## src/rtl/light_dance_pkg.sv

```systemverilog
// Shared encodings for the light dance controller: FSM states, pattern modes and
// ping-pong direction.
package light_dance_pkg;

   typedef enum logic {
      ST_IDLE = 1'b0,
      ST_RUN  = 1'b1
   } state_e;

   typedef enum logic [1:0] {
      MODE_ROL   = 2'b00,
      MODE_ROR   = 2'b01,
      MODE_PONG  = 2'b10,
      MODE_BLINK = 2'b11
   } mode_e;

   typedef enum logic {
      DIR_LEFT  = 1'b0,
      DIR_RIGHT = 1'b1
   } dir_e;

endpackage

```

## src/rtl/light_dance_ctrl_tick_gen.sv

```systemverilog
// Prescaler for the light dance controller: counts 0..DIV-1 while enabled and
// flags the cycle whose closing edge should advance the pattern.
module tick_gen #(
   parameter int unsigned DIV = 4
) (
   input  logic clk,
   input  logic arst,
   input  logic clear,
   input  logic enable,
   output logic tick
);

   localparam int unsigned CntW = (DIV > 1) ? $clog2(DIV) : 1;
   localparam logic [CntW-1:0] CntLast = CntW'(DIV - 1);

   logic [CntW-1:0] cnt_q, cnt_d;

   always_comb begin
      cnt_d = cnt_q;
      if (clear) begin
         cnt_d = '0;
      end else if (enable) begin
         cnt_d = (cnt_q == CntLast) ? '0 : cnt_q + 1'b1;
      end
   end

   always_ff @(posedge clk or posedge arst) begin
      if (arst) begin
         cnt_q <= '0;
      end else begin
         cnt_q <= cnt_d;
      end
   end

   // Clear has priority so a stop on a would-be tick cycle suppresses the update.
   assign tick = enable && !clear && (cnt_q == CntLast);

endmodule

```

## src/rtl/light_dance_ctrl.sv

```systemverilog
// LED dance sequencer: rotate-left/right, ping-pong or blink over WIDTH cells,
// advancing once every DIV cycles. Ping-pong needs LIGHT_DANCE_PINGPONG_EN.
module light_dance_ctrl
   import light_dance_pkg::*;
#(
   parameter int unsigned WIDTH = 8,
   parameter int unsigned DIV   = 4
) (
   input  logic             clk,
   input  logic             arst,
   input  logic             start,
   input  logic             stop,
   input  logic [1:0]       mode,
   output logic [WIDTH-1:0] leds,
   output logic             busy,
   output logic             step
);

   state_e           state_q, state_d;
   mode_e            mode_q, mode_d;
   logic [WIDTH-1:0] leds_q, leds_d;
   logic             step_q, step_d;
   logic             tick;
   logic             go, halt;
   logic [WIDTH-1:0] rol, ror;

`ifdef LIGHT_DANCE_PINGPONG_EN
   dir_e             dir_q, dir_d;
`endif

   assign go   = (state_q == ST_IDLE) && start && !stop;
   assign halt = (state_q == ST_RUN) && stop;

   tick_gen #(
      .DIV (DIV)
   ) u_tick_gen (
      .clk    (clk),
      .arst   (arst),
      .clear  ((state_q == ST_IDLE) || stop),
      .enable (state_q == ST_RUN),
      .tick   (tick)
   );

   // State register
   always_ff @(posedge clk or posedge arst) begin
      if (arst) begin
         state_q <= ST_IDLE;
      end else begin
         state_q <= state_d;
      end
   end

   // Next-state logic; stop always wins over start
   always_comb begin
      state_d = state_q;
      unique case (state_q)
         ST_IDLE: if (start && !stop) state_d = ST_RUN;
         ST_RUN:  if (stop)           state_d = ST_IDLE;
         default: state_d = ST_IDLE;
      endcase
   end

   // Outputs; busy is decoded from the state register only
   always_comb begin
      busy = (state_q == ST_RUN);
      leds = leds_q;
      step = step_q;
   end

   assign rol = {leds_q[WIDTH-2:0], leds_q[WIDTH-1]};
   assign ror = {leds_q[0], leds_q[WIDTH-1:1]};

   always_comb begin
      leds_d = leds_q;
      mode_d = mode_q;
      step_d = 1'b0;
`ifdef LIGHT_DANCE_PINGPONG_EN
      dir_d  = dir_q;
`endif
      if (go) begin
         leds_d = WIDTH'(1);
         mode_d = mode_e'(mode);
`ifdef LIGHT_DANCE_PINGPONG_EN
         dir_d  = DIR_LEFT;
`endif
      end else if (halt) begin
         leds_d = '0;
      end else if (tick) begin
         step_d = 1'b1;
         unique case (mode_q)
            MODE_ROL:   leds_d = rol;
            MODE_ROR:   leds_d = ror;
            MODE_BLINK: leds_d = ~leds_q;
            MODE_PONG: begin
`ifdef LIGHT_DANCE_PINGPONG_EN
               // Turn around on the end cell so neither end value repeats.
               if (dir_q == DIR_LEFT) begin
                  if (leds_q[WIDTH-1]) begin
                     dir_d  = DIR_RIGHT;
                     leds_d = leds_q >> 1;
                  end else begin
                     leds_d = leds_q << 1;
                  end
               end else begin
                  if (leds_q[0]) begin
                     dir_d  = DIR_LEFT;
                     leds_d = leds_q << 1;
                  end else begin
                     leds_d = leds_q >> 1;
                  end
               end
`else
               leds_d = rol;
`endif
            end
            default: leds_d = rol;
         endcase
      end
   end

   always_ff @(posedge clk or posedge arst) begin
      if (arst) begin
         leds_q <= '0;
         mode_q <= MODE_ROL;
         step_q <= 1'b0;
      end else begin
         leds_q <= leds_d;
         mode_q <= mode_d;
         step_q <= step_d;
      end
   end

`ifdef LIGHT_DANCE_PINGPONG_EN
   always_ff @(posedge clk or posedge arst) begin
      if (arst) begin
         dir_q <= DIR_LEFT;
      end else begin
         dir_q <= dir_d;
      end
   end
`endif

endmodule

```

## config.mk

```make
export PLATFORM = sky130hd
export DESIGN_NAME = light_dance_ctrl
export DESIGN_NICKNAME = d
export VERILOG_FILES = /design/src/rtl/light_dance_pkg.sv /design/src/rtl/light_dance_ctrl_tick_gen.sv /design/src/rtl/light_dance_ctrl.sv
export SDC_FILE = /design/constraint.sdc
export NUM_CORES = 1
export LEC_CHECK = 0
export ABC_AREA = 1
export BUFFER_PORTS_ARGS = -buffer_cell sky130_fd_sc_hd__buf_4
export CAP_MARGIN = 0
export CELL_PAD_IN_SITES_DETAIL_PLACEMENT = 2
export CELL_PAD_IN_SITES_GLOBAL_PLACEMENT = 2
export CORE_MARGIN = 4
export CORE_UTILIZATION = 33
export CTS_BUF_LIST = sky130_fd_sc_hd__clkbuf_8
export DETAILED_ROUTE_END_ITERATION = 8
export PLACE_DENSITY_LB_ADDON = 0.25
export SYNTH_ARGS = -nofsm -noshare
export SYNTH_HDL_FRONTEND = slang
export SYNTH_SLANG_ARGS = --single-unit
```

## constraint.sdc

```tcl
create_clock -name clk -period 3.1 [get_ports clk]
set_clock_uncertainty 0.1 [all_clocks]
set_input_delay 0.155 -clock clk [delete_from_list [all_inputs] [get_ports clk]]
set_output_delay 0.155 -clock clk [all_outputs]
set_load 0.02 [all_outputs]
```

==> run summary <==
The longest individual stage delay on the worst path came out at 0.51 ns. The count of final setup violators came out at 0. Clock tree synthesis selected as its root buffer the cell clkbuf_8. Once layout is complete, the utilization of the core stands at 45.22%. The setup TNS is 0 ns. The share of Yosys cell area claimed by the top area cell type is 47.78%. The wire length of the first global-routing pass came out at 3712 um.

In this run the number of H-tree levels came out at 1. The number of distinct library cells after synthesis is 16. STA classifies the critical path endpoint as a flop. The layout net count is 120. The data required time of the worst path came out at roughly 3.2 ns. Summing all multi-input logic gate instances after layout gives 326.6 um2. The global placement routability congestion came out at ~0.72.

The pre-antenna-repair detailed-routing pass consisted of 4 iterations. The setup slack after placement is 1.567 ns. Using the TritonRoute via totals, the vias-per-cell ratio works out to 5.043. The kind of cell with the highest combined delay along the critical path is compound AO/OA/AOI/OAI gates. Dividing the detail-routed wire length by the instance count gives 15.51 um. The post-cts sizing count is 0.

The number of nets produced by synthesis came out at 100. The final layout contains routed wiring with a total length of 2141 um. The floorplan has 16 rows. The CTS tree is done.

The relative max-transition margin is 58.10%. The fraction of layout instances using a drive strength above 1 came out at 21.62%. The number of standard cells in the layout, taps in and fillers out came out at approximately 140. The sequential standard cell area is 350.3 um2. The placed cell count is 134. The total clock buffers created by CTS came out at 3. After synthesis, flip-flops and latches occupy 47.78% of the total area. The maximum root-to-sink buffer count came out at 2. The number of nets with antenna violations after detailed routing came out at 0. The floorplan step defined a core boundary enclosing 0.002042 mm2. In this run the static leakage power is just under 0.0005 uW. The mean cell area of the mapped netlist is 7.884 um2. After synthesis, the cell types taking the most area are dfrtp_1, nand2_1, nand3_1. Setup repair after global routing left no endpoint under its margin. The power after layout is 455.4 uW. The number of I/O port buffers came out at 15. The clock-pin slew on the worst setup and hold paths is 0.06 ns. For this run the aggregate overflow at the end of global routing stands at 0. STA puts the critical path data arrival time at roughly 1.6 ns.

Entering global routing, the biggest net connects 16 pins. The HPWL after detailed placement came out at 1562 um. The die covers 0.003040 mm2. The number of pins with negative max-slew slack in the final report came out at 0. The netlist area before placement is 733.2 um2.

The critical path start-end classification is flop to flop. In this run the horizontal extent of the chip is 55.14 um. The count of maximum capacitance violations came out at 0. The number of fillers in the final layout came out at about 240.

In this run the worst hold path is classified as primary input to flop. The power density relative to cell area is 493.2 mW/mm2. The slew of the pin with the lowest slew margin came out at 0.6244 ns. The total via count in the routed design came out at 696.

The most area-hungry cell type in the Yosys netlist is dfrtp_1. The count of boundary I/O pins came out at 16. The worst-skew pair later-pin latency came out at 0.24 ns. The number of global-route vias before repair came out at 721. Once the floorplan was initialized, standard cells occupied 35.91% of the core. The slack of the critical path is about 1.5 ns. The maximum fanout count along the critical path came out at 8. The cell count after synthesis is 93. The number of buffers and inverters on the critical path came out at 0. The worst supply voltage drop on vdd is approximately 0.00029 V. The share of the clock period used by the worst path is 50.84%. The fmax came out at 0.6345 GHz. Walking the worst path, the cells encountered are ha_1 > o21ai_1 > nand3_1 > o21ai_0.

The initial antenna violation count is 0. STA classifies the critical path startpoint as a flop. The number of hold violations in the final report is 0. Across every metal layer, demand over resource in global routing totals 17.62%. Relative to the synthesized area, the layout overhead comes to 25.94%. The count of state elements after synthesis is 14. The detailed router finished its first iteration with 12 violations. The flow ran to the end, and the final reports show no timing, DRC or antenna violations. Among all stages on the critical path, the largest delay is contributed by o21ai_1. The number of buffers inserted to repair setup after CTS is 0. The chip height is 55.14 um. For this run, design rule violations remaining after detail routing come to 0. The number of hold buffers added after cts is 1. The clock drives 14 sinks. The antenna diode count is 0. The smallest clock period supported by the final layout is computed as 1.576 ns.

The number of warnings reported in the yosys synthesis log came out at 0.
==> synthesized netlist by cell type <==
library cell,count
nor2_4,1
nor2_1,5
o21ai_0,4
inv_1,11
o211ai_2,1
nand3_1,14
dfrtp_1,14
ha_1,1
nor3_1,2
nand2_1,27
o21ai_1,3
buf_4,1
nand3_2,1
nand3b_4,1
inv_2,2
a21oi_1,5
==> cell type report <==
type,count,area share (%)
clock buffer,3,4.472
inverter,13,5.285
multi-input combinational,65,35.37
sequential,14,37.94
tap,27,3.659
timing repair buffer,16,13.28
==> logic make-up after synthesis <==
kind of cell / synth area share [%]
and+or+nand+nor: 32.94
AOI/OAI and AO/OA: 9.896
buffers and inverters: 7.680
DFF: 47.78
adders and majority gates: 1.706
==> state kept, by name, indices dropped and copies added (netlist names) <==
| name | flops |
|---|---|
| step | 1 |
| mode_q | 2 |
| leds | 8 |
| u_tick_gen.cnt_q | 2 |
| busy | 1 |
==> placed cells by master, fill, tap and decap left out <==
cell type,count
nand2_1,27
buf_4,15
nand3_1,14
dfrtp_1,14
inv_1,11
nor2_1,5
a21oi_1,5
o21ai_0,4
o21ai_1,3
clkbuf_8,3
inv_2,2
nor3_1,2
nor2_4,1
nand3_2,1
o211ai_2,1
nand3b_4,1
ha_1,1
dlygate4sd3_1,1
==> through the flow <==
| stage | cell area, um2 | hold WS [ns] |
|---|---|---|
| finish | 923.4 | 0.06572 |
| CTS | 923.4 | 0.06440 |
| detailed placement | 872.1 | 0.1617 |
| global route | 923.4 | 0.1251 |
| floorplan | 733.2 | -0.05578 |
| global placement | 872.1 | 0.1457 |
==> worst reg2reg max path, cell delays in order (launching register included) <==
cell     delay, ns
dfrtp_1       0.38
ha_1          0.24
o21ai_1       0.51
nand3_1       0.13
o21ai_0       0.12
==> routing by layer <==
metal	global-route usage [%]	share of wire (%)	up-vias
li1	-	-	334
met1	23.43	45	347
met2	27.76	50	11
met3	3.753	3.9	4
met4	6.883	0.84	0
met5	0	0	-
==> worst paths after layout <==
| check | from | endpoint | slack (ns) | cells past startpoint |
|---|---|---|---|---|
| setup / recovery | u_tick_gen.cnt_q[0] | leds[6] | 1.52 | 4 |
| hold / removal | mode[0] | mode_q[0] | 0.07 | 3 |
| setup reg to reg | u_tick_gen.cnt_q[0] | leds[6] | 1.52 | 4 |
| hold reg to reg | u_tick_gen.cnt_q[0] | u_tick_gen.cnt_q[0] | 0.35 | 1 |
| max in group asynchronous | arst | leds[0] | 2.09 | 3 |
| min in group asynchronous | arst | leds[3] | 0.43 | 3 |
==> power by group <==
| part | total, uW | internal, uW | switching [uW] |
|---|---|---|---|
| Combinational | 92.7 | 30.7 | 62.0 |
| Sequential | 211 | 194 | 17.3 |
| Clock | 152 | 86.0 | 65.5 |
| Total | 455 | 311 | 145 |
Power figures use the tool's default switching activity.
